## src/rtl/miriscv_lsu.sv

```systemverilog
// Load/store unit: turns a core load/store into one word-aligned data-port
// transaction and stalls the core until the memory response returns.
module miriscv_lsu (
  input  logic        clk_i,
  input  logic        rst_n_i,
  input  logic        lsu_req_i,
  input  logic        lsu_we_i,
  input  logic [2:0]  lsu_size_i,
  input  logic [31:0] lsu_addr_i,
  input  logic [31:0] lsu_data_i,
  output logic [31:0] lsu_data_o,
  output logic        lsu_stall_req_o,
  output logic        lsu_fault_o,
  output logic        data_req_o,
  input  logic        data_gnt_i,
  input  logic        data_rvalid_i,
  input  logic [31:0] data_rdata_i,
  output logic        data_we_o,
  output logic [3:0]  data_be_o,
  output logic [31:0] data_addr_o,
  output logic [31:0] data_wdata_o
);

  typedef enum logic {
    IDLE = 1'b0,
    WAIT = 1'b1
  } state_t;

  localparam logic [2:0] SIZE_B  = 3'b000;
  localparam logic [2:0] SIZE_H  = 3'b001;
  localparam logic [2:0] SIZE_W  = 3'b010;
  localparam logic [2:0] SIZE_BU = 3'b100;
  localparam logic [2:0] SIZE_HU = 3'b101;

  state_t      state_q;
  state_t      state_d;
  logic [1:0]  addr_lo_q;
  logic [2:0]  size_q;
  logic        we_q;

  logic        size_b;
  logic        size_h;
  logic        size_w;
  logic        size_bu;
  logic        size_hu;
  logic        misaligned;
  logic        illegal;
  logic        fault_cond;
  logic        req_valid;
  logic        issue;
  logic [3:0]  be;
  logic [31:0] wdata;
  logic [31:0] rdata_shifted;
  logic [31:0] load_ext;

  // Request decode
  assign size_b  = (lsu_size_i == SIZE_B);
  assign size_h  = (lsu_size_i == SIZE_H);
  assign size_w  = (lsu_size_i == SIZE_W);
  assign size_bu = (lsu_size_i == SIZE_BU);
  assign size_hu = (lsu_size_i == SIZE_HU);

  assign misaligned = ((size_h | size_hu) & lsu_addr_i[0]) |
                      (size_w & (lsu_addr_i[1:0] != 2'b00));
  assign illegal    = lsu_we_i ? ~(size_b | size_h | size_w)
                               : ~(size_b | size_h | size_w | size_bu | size_hu);
  assign fault_cond = misaligned | illegal;

  // Memory handshake: data_req_o is held until data_gnt_i is seen in the same
  // cycle; the access then completes on the first data_rvalid_i in WAIT.
  assign req_valid = lsu_req_i & ~fault_cond & ~rst_n_i;
  assign issue     = (state_q == IDLE) & req_valid & data_gnt_i;

  always_comb begin
    be = 4'b1111;
    case (lsu_size_i[1:0])
      2'b00:   be = 4'b0001 << lsu_addr_i[1:0];
      2'b01:   be = 4'b0011 << lsu_addr_i[1:0];
      default: be = 4'b1111;
    endcase
  end

  always_comb begin
    wdata = lsu_data_i;
    case (lsu_size_i[1:0])
      2'b00:   wdata = {4{lsu_data_i[7:0]}};
      2'b01:   wdata = {2{lsu_data_i[15:0]}};
      default: wdata = lsu_data_i;
    endcase
  end

  assign rdata_shifted = data_rdata_i >> {addr_lo_q, 3'b000};

  always_comb begin
    load_ext = rdata_shifted;
    case (size_q)
      SIZE_B:  load_ext = {{24{rdata_shifted[7]}}, rdata_shifted[7:0]};
      SIZE_BU: load_ext = {24'h000000, rdata_shifted[7:0]};
      SIZE_H:  load_ext = {{16{rdata_shifted[15]}}, rdata_shifted[15:0]};
      SIZE_HU: load_ext = {16'h0000, rdata_shifted[15:0]};
      default: load_ext = rdata_shifted;
    endcase
  end

  // State register
  always_ff @(posedge clk_i) begin
    if (rst_n_i) begin
      state_q <= IDLE;
    end else begin
      state_q <= state_d;
    end
  end

  always_ff @(posedge clk_i) begin
    if (rst_n_i) begin
      addr_lo_q <= 2'b00;
      size_q    <= 3'b000;
      we_q      <= 1'b0;
    end else if (issue) begin
      addr_lo_q <= lsu_addr_i[1:0];
      size_q    <= lsu_size_i;
      we_q      <= lsu_we_i;
    end
  end

  // Next-state logic
  always_comb begin
    state_d = state_q;
    case (state_q)
      IDLE:    if (req_valid && data_gnt_i) state_d = WAIT;
      WAIT:    if (data_rvalid_i) state_d = IDLE;
      default: state_d = IDLE;
    endcase
  end

  // Output logic; everything is forced low while reset is asserted
  always_comb begin
    lsu_data_o      = 32'h0;
    lsu_stall_req_o = 1'b0;
    lsu_fault_o     = 1'b0;
    data_req_o      = 1'b0;
    data_we_o       = 1'b0;
    data_be_o       = 4'b0000;
    data_addr_o     = 32'h0;
    data_wdata_o    = 32'h0;
    if (!rst_n_i) begin
      case (state_q)
        IDLE: begin
          lsu_fault_o = lsu_req_i & fault_cond;
          if (req_valid) begin
            data_req_o      = 1'b1;
            lsu_stall_req_o = 1'b1;
            data_we_o       = lsu_we_i;
            data_be_o       = be;
            data_addr_o     = {lsu_addr_i[31:2], 2'b00};
            data_wdata_o    = wdata;
          end
        end
        WAIT: begin
          lsu_stall_req_o = ~data_rvalid_i;
          if (data_rvalid_i && !we_q) begin
            lsu_data_o = load_ext;
          end
        end
        default: begin
          lsu_stall_req_o = 1'b0;
        end
      endcase
    end
  end

endmodule

```

## config.mk

```make
export PLATFORM = sky130hd
export DESIGN_NAME = miriscv_lsu
export DESIGN_NICKNAME = d
export VERILOG_FILES = /design/src/rtl/miriscv_lsu.sv
export SDC_FILE = /design/constraint.sdc
export NUM_CORES = 1
export LEC_CHECK = 0
export ABC_AREA = 1
export BUFFER_PORTS_ARGS = -buffer_cell sky130_fd_sc_hd__buf_2
export CAP_MARGIN = 20
export CORE_AREA = 2 2 82 84
export DETAILED_ROUTE_END_ITERATION = 7
export DIE_AREA = 0 0 84 86
export PLACE_DENSITY = 0.73
export SETUP_SLACK_MARGIN = 0.4
export SYNTH_ARGS = -nofsm -noshare
export SYNTH_HDL_FRONTEND = slang
export SYNTH_SLANG_ARGS = --single-unit
```

## constraint.sdc

```tcl
create_clock -name clk_i -period 2.08 [get_ports clk_i]
set_clock_uncertainty 0.2 [all_clocks]
set_input_delay 0.416 -clock clk_i [delete_from_list [all_inputs] [get_ports clk_i]]
set_output_delay 0.416 -clock clk_i [all_outputs]
set_load 0.005 [all_outputs]
```

# Word-level counts from Yosys, hierarchy flattened
# Cells that the tools add are included.
[word_totals]
register_bits = 7
latchBits = 0
ramBits = 0
rom_bits = 0
inputBits = 105
memories = 0
[op_classes]
addsub = 0
n_mul = 0
n_div = 0
order_cmp = 0
n_eq_ne = 8
n_shift = 3
mux = 29
bitwise_logic = 20
n_reduce_logical = 7
[op_table]
columns = ["op", "count"]
rows = [
  ["32-bit 2-to-1 mux", 9],
  ["32-bit case mux with 4 select lines", 1],
  ["32-bit case mux with 2 select lines", 1],
  ["32-bit by 5-bit >> shifter with 32-bit output", 1],
  ["3-bit equality test, second input constant", 4],
  ["1-bit 2-to-1 mux", 12],
  ["4-bit 2-to-1 mux", 3],
  ["4-bit case mux with 2 select lines", 1],
  ["1-bit bitwise AND", 7],
  ["1-bit OR", 7],
  ["3-bit by 1-bit equality test with 1-bit output, second input constant", 2],
  ["3-bit logical NOT", 2],
  ["1-bit inverter", 6],
  ["1-bit case mux with 2 select lines", 2],
  ["1-bit by 2-bit left shift with 4-bit output, first input constant", 1],
  ["2-bit by 2-bit left shift with 4-bit output, first input constant", 1],
  ["3-bit by 2-bit equality test with 1-bit output, second input constant", 1],
  ["2-bit by 1-bit equality test with 1-bit output, second input constant", 1],
  ["1-bit logical AND", 2],
  ["2-bit logical NOT", 1],
  ["2-bit nonzero test", 1],
  ["1-bit logical NOT", 1],
]

# Longest topological paths before layout
[logic_depth]
depth_word = 14
depth_mapped = 9

# Least setup slack after synthesis
# No wires, ideal clock.
[synth_path]
path_kind = "input to output"
startpoint = "input port data_rvalid_i"
endpoint = "output port lsu_data_o[14]"
arrival_ns = 1.292
required_time_ns = 1.464
setup_slack_ns = 0.172
path_stages = 6
path_cell_list = "inv_1 -> or2_2 -> nor3_2 -> inv_1 -> buf_2 -> a21oi_1"
[synth_between]
elab_chain_cells = 4
[synth_lines]
columns = ["element", "line", "source"]
rows = [
  ["start: declaration", "16", "input logic data_rvalid_i,"],
  ["1-bit logical AND", "161", "if (data_rvalid_i && !we_q) begin"],
  ["32-bit 2-to-1 mux", "161", ""],
  ["32-bit 2-to-1 mux", "147", "case (state_q)"],
  ["32-bit 2-to-1 mux", "146", "if (!rst_n_i) begin"],
  ["end: declaration", "11", "output logic [31:0] lsu_data_o,"],
]
# Every way passes these cells.

# Worst setup path in the final report
[layout_path]
startpoint = "input port lsu_addr_i[1]"
endpoint = "output port data_addr_o[22]"
[layout_between]
elab_chain_cells = 10
[layout_lines]
columns = ["element", "line", "source"]
rows = [
  ["start: declaration", "9", "input logic [31:0] lsu_addr_i,"],
  ["2-bit nonzero test", "64", "(size_w & (lsu_addr_i[1:0] != 2'b00));"],
  ["1-bit bitwise AND", "64", ""],
  ["1-bit OR", "63", "assign misaligned = ((size_h | size_hu) & lsu_addr_i[0]) |"],
  ["1-bit OR", "67", "assign fault_cond = misaligned | illegal;"],
  ["1-bit inverter", "71", "assign req_valid = lsu_req_i & ~fault_cond & ~rst_n_i;"],
  ["1-bit bitwise AND (2 in a row)", "71", ""],
  ["32-bit 2-to-1 mux", "150", "if (req_valid) begin"],
  ["32-bit 2-to-1 mux", "147", ""],
  ["32-bit 2-to-1 mux", "146", ""],
  ["end: declaration", "20", "output logic [31:0] data_addr_o,"],
]
# Every way passes these cells.

==> results by group <==
Worst setup path
  • Critical path arrival: 1.56 ns
  • Worst setup EP type: output pin
  • Worst setup path class: input port to output pin
  • WP data required: 1.46 ns
  • Worst path cell trace: buf_6 > nor2_4 > nand2_2 > a21oi_4 > nand2_8 > clkbuf_16 > nor2_1 > buf_2
  • CP startpoint kind: input port
  • CP Max Fanout: 21
  • CP max stage cell: clkbuf_16
  • CP max stage delay: 0.24 ns

Worst hold path
  • Worst hold path type: input port to flop

Pwr
  • Power per cell area: 232 nW/um2
  • Internal power: 606 uW
  • Max IR drop VDD: 0.000194 V
  • Net Sw Power: 480 uW
  • Sequential share of power: 13.2%
  • Logic pwr share: 68.8%
  • Sw Ratio: 44.2%
  • Leakage power: 0.00264 uW
  • Clock share of power: 18.0%

Timing
  • Final Hold Fails: 0
  • Fmax: 0.459 GHz
  • Period utilization: 105%
  • Min Hold Slack: 0.303 ns
  • Slew Viols, Final: 0
  • Final min period: 2.18 ns
  • Unrepaired setup endpoints after global routing: yes
  • TNS Setup: -4.05 ns
  • Setup ws final: -0.0992 ns
  • Final setup fails: 91

Clock network
  • Clk sinks: 7
  • CTS Buf Count: 3
  • Worst-Skew Late Latency: 0.23 ns
  • H-Tree Level Count: 1
  • Clk root buf: clkbuf_8
  • CTS tree: built
  • Cts hold-fix bufs: 0
  • CTS max path bufs: 2
  • CTS clk-pin slew, worst paths: 0.04 ns

Drt
  • Post-Route WL: 11,700 um
  • DRC: 0
  • Drt initial violations: 136
  • DR vias: 3,760
  • Avg WL per Cell: 15.5 um
  • Drt first pass iters: 5
  • Vias per cell: 5.01
  • Final ANT Viol Nets: 0

Layout
  • Nets: 778
  • Area occupied by multi-input gates: 2270 um2
  • Area Growth Syn to Fin: 138%
  • Filler cells: 492
  • Fraction of layout cells with a size suffix above 1: 62.9%
  • Final std cells w/o fill: 751
  • FF/Latch Area: 150 um2

Yosys
  • Flip-flop and latch count after synthesis: 7
  • Netlist cell types: 24
  • Synth area leader: nor2_1
  • Mapped Cells: 429
  • Synthesized area per cell: 4.60 um2
  • Largest cells by area after synthesis: nor2_1 20%, nand2_1 17%, inv_1 12%, nand3_1 7.9%, a21oi_1 7.1%
  • Sequential area share after synthesis: 7.10%
  • Asr flop ratio synth: 0%
  • Mapped cell area: 1970 um2
  • Top cells by count, synth: 106 x nor2_1, 90 x nand2_1, 65 x inv_1
  • Ys Warns: 0
  • Post-synth EDFFs: 0
  • Top_reg_cell synth: dfxtp_1
  • Post-synth top area share: 20.2%
  • Top-count cell post-synth: nor2_1

Placement
  • I/O Buffers: 206
  • Dpl cells: 720
  • Routability cong.: 0.989
  • Detailed Place HPWL: 7640 um

Die
  • Initial Util: 31.4%
  • Ports: 209
  • Core area: 6280 um2
  • Die ar.: 7220 um2
  • Die H: 86 um
  • Core Rows: 29
  • Overall die width: 84 um

Outcome
  • Failing checks: negative setup slack
  • Status: complete, but fails checks

GRT
  • Vias in the first global route: 3,525
  • M2 GR Usage: 52.7%
  • Gr busiest metal: met2
  • Tot GR Track Use: 27.9%
  • Grt met3 use: 5.87%
  • Pin count of the biggest net entering global routing: 44
  • Global route total overflow: 0
  • First-pass GRT wire length: 16,400 um
  • M1 GR Usage: 29.9%
  • Initial antenna violation count: 2

Flow run
  • Max Cap Viol: 0
==> cell usage in the layout (no fill, tap or decap), drive strengths merged, types with 2 or more instances in the layout <==
| cell | instances |
|---|---|
| nor3 | 19 |
| a21oi | 29 |
| or2 | 7 |
| clkbuf | 7 |
| conb | 2 |
| o22ai | 8 |
| diode | 2 |
| inv | 68 |
| o21ai | 22 |
| nor2 | 115 |
| nand3 | 32 |
| buf | 262 |
| dfxtp | 7 |
| nand2 | 91 |
==> worst max-delay path, delay by kind of cell <==
kind / cells / cell delay (ns)
buffers and inverters: 3 / 0.48
AO/OA/AOI/OAI: 1 / 0.22
AND/OR/NAND/NOR: 4 / 0.44
==> worst paths after layout <==
kind                      start         endpoint  slack, ns  cells past startpoint
setup reg to reg        state_q     addr_lo_q[1]       0.50                      8
hold / removal         lsu_we_i             we_q       0.30                      3
hold reg to reg       size_q[2]        size_q[2]       0.36                      4
setup / recovery  lsu_addr_i[1]  data_addr_o[22]       -0.1                      8
==> sequential cells by signal, summed over array words and instances, names as in the netlist <==
| register | count |
|---|---|
| size_q | 3 |
| state_q | 1 |
| we_q | 1 |
| addr_lo_q | 2 |
==> power by group through the flow <==
stage                     registers [uW]  clock network [uW]  logic [uW]
after floorplan                      145                   0         275
after global placement               146                   0         511
after detailed placement             146                   0         515
after CTS                            144                 201         621
after global routing                 144                 209         801
final                                143                 196         747
==> cell families (layout without fill, tap and decap cells) <==
group | count (synthesis) | count (layout) | synth area share, %
compound gates | 59 | 59 | 15.7
simple gates | 266 | 266 | 56.8
buf+inv | 96 | 338 | 20.2
flops | 7 | 7 | 7.10
other cells | 1 | 4 | 0.190
==> metrics by stage <==
stage               setup WS, ns  power (uW)  cell area [um2]  utilization (%)
global placement         -0.0748         657             3540             56.4
CTS                      -0.0565         966             4140             65.9
global route              -0.162        1150             4690             74.7
detailed placement       -0.0823         661             3540             56.4
floorplan                  0.280         420             2280                -
finish                   -0.0992        1090             4690             74.7
==> layer usage <==
| layer | vias to the layer above | share of wire [%] |
|---|---|---|
| met5 | - | 0 |
| li1 | 1811 | - |
| met4 | 0 | 3.6 |
| met1 | 1701 | 34 |
| met2 | 211 | 54 |
| met3 | 37 | 8.4 |
==> layout make-up <==
| type | count | area share (%) |
|---|---|---|
| Multi-Input combinational cell | 327 | 48.5 |
| Timing Repair Buffer | 265 | 39.2 |
| Inverter | 69 | 5.97 |
| Sequential cell | 7 | 3.20 |
| Tap cell | 77 | 2.05 |
| Clock buffer | 4 | 0.960 |
| Antenna cell | 2 | 0.107 |
==> what timing repair did <==
action                     in CTS  in global routing
setup endpoints to repair     102                109
pin swaps                      11                 18
gates cloned                    4                  3
buffers inserted               11                  7
resized for setup              94                106
Note: power is estimated with default switching activity, not from simulation.
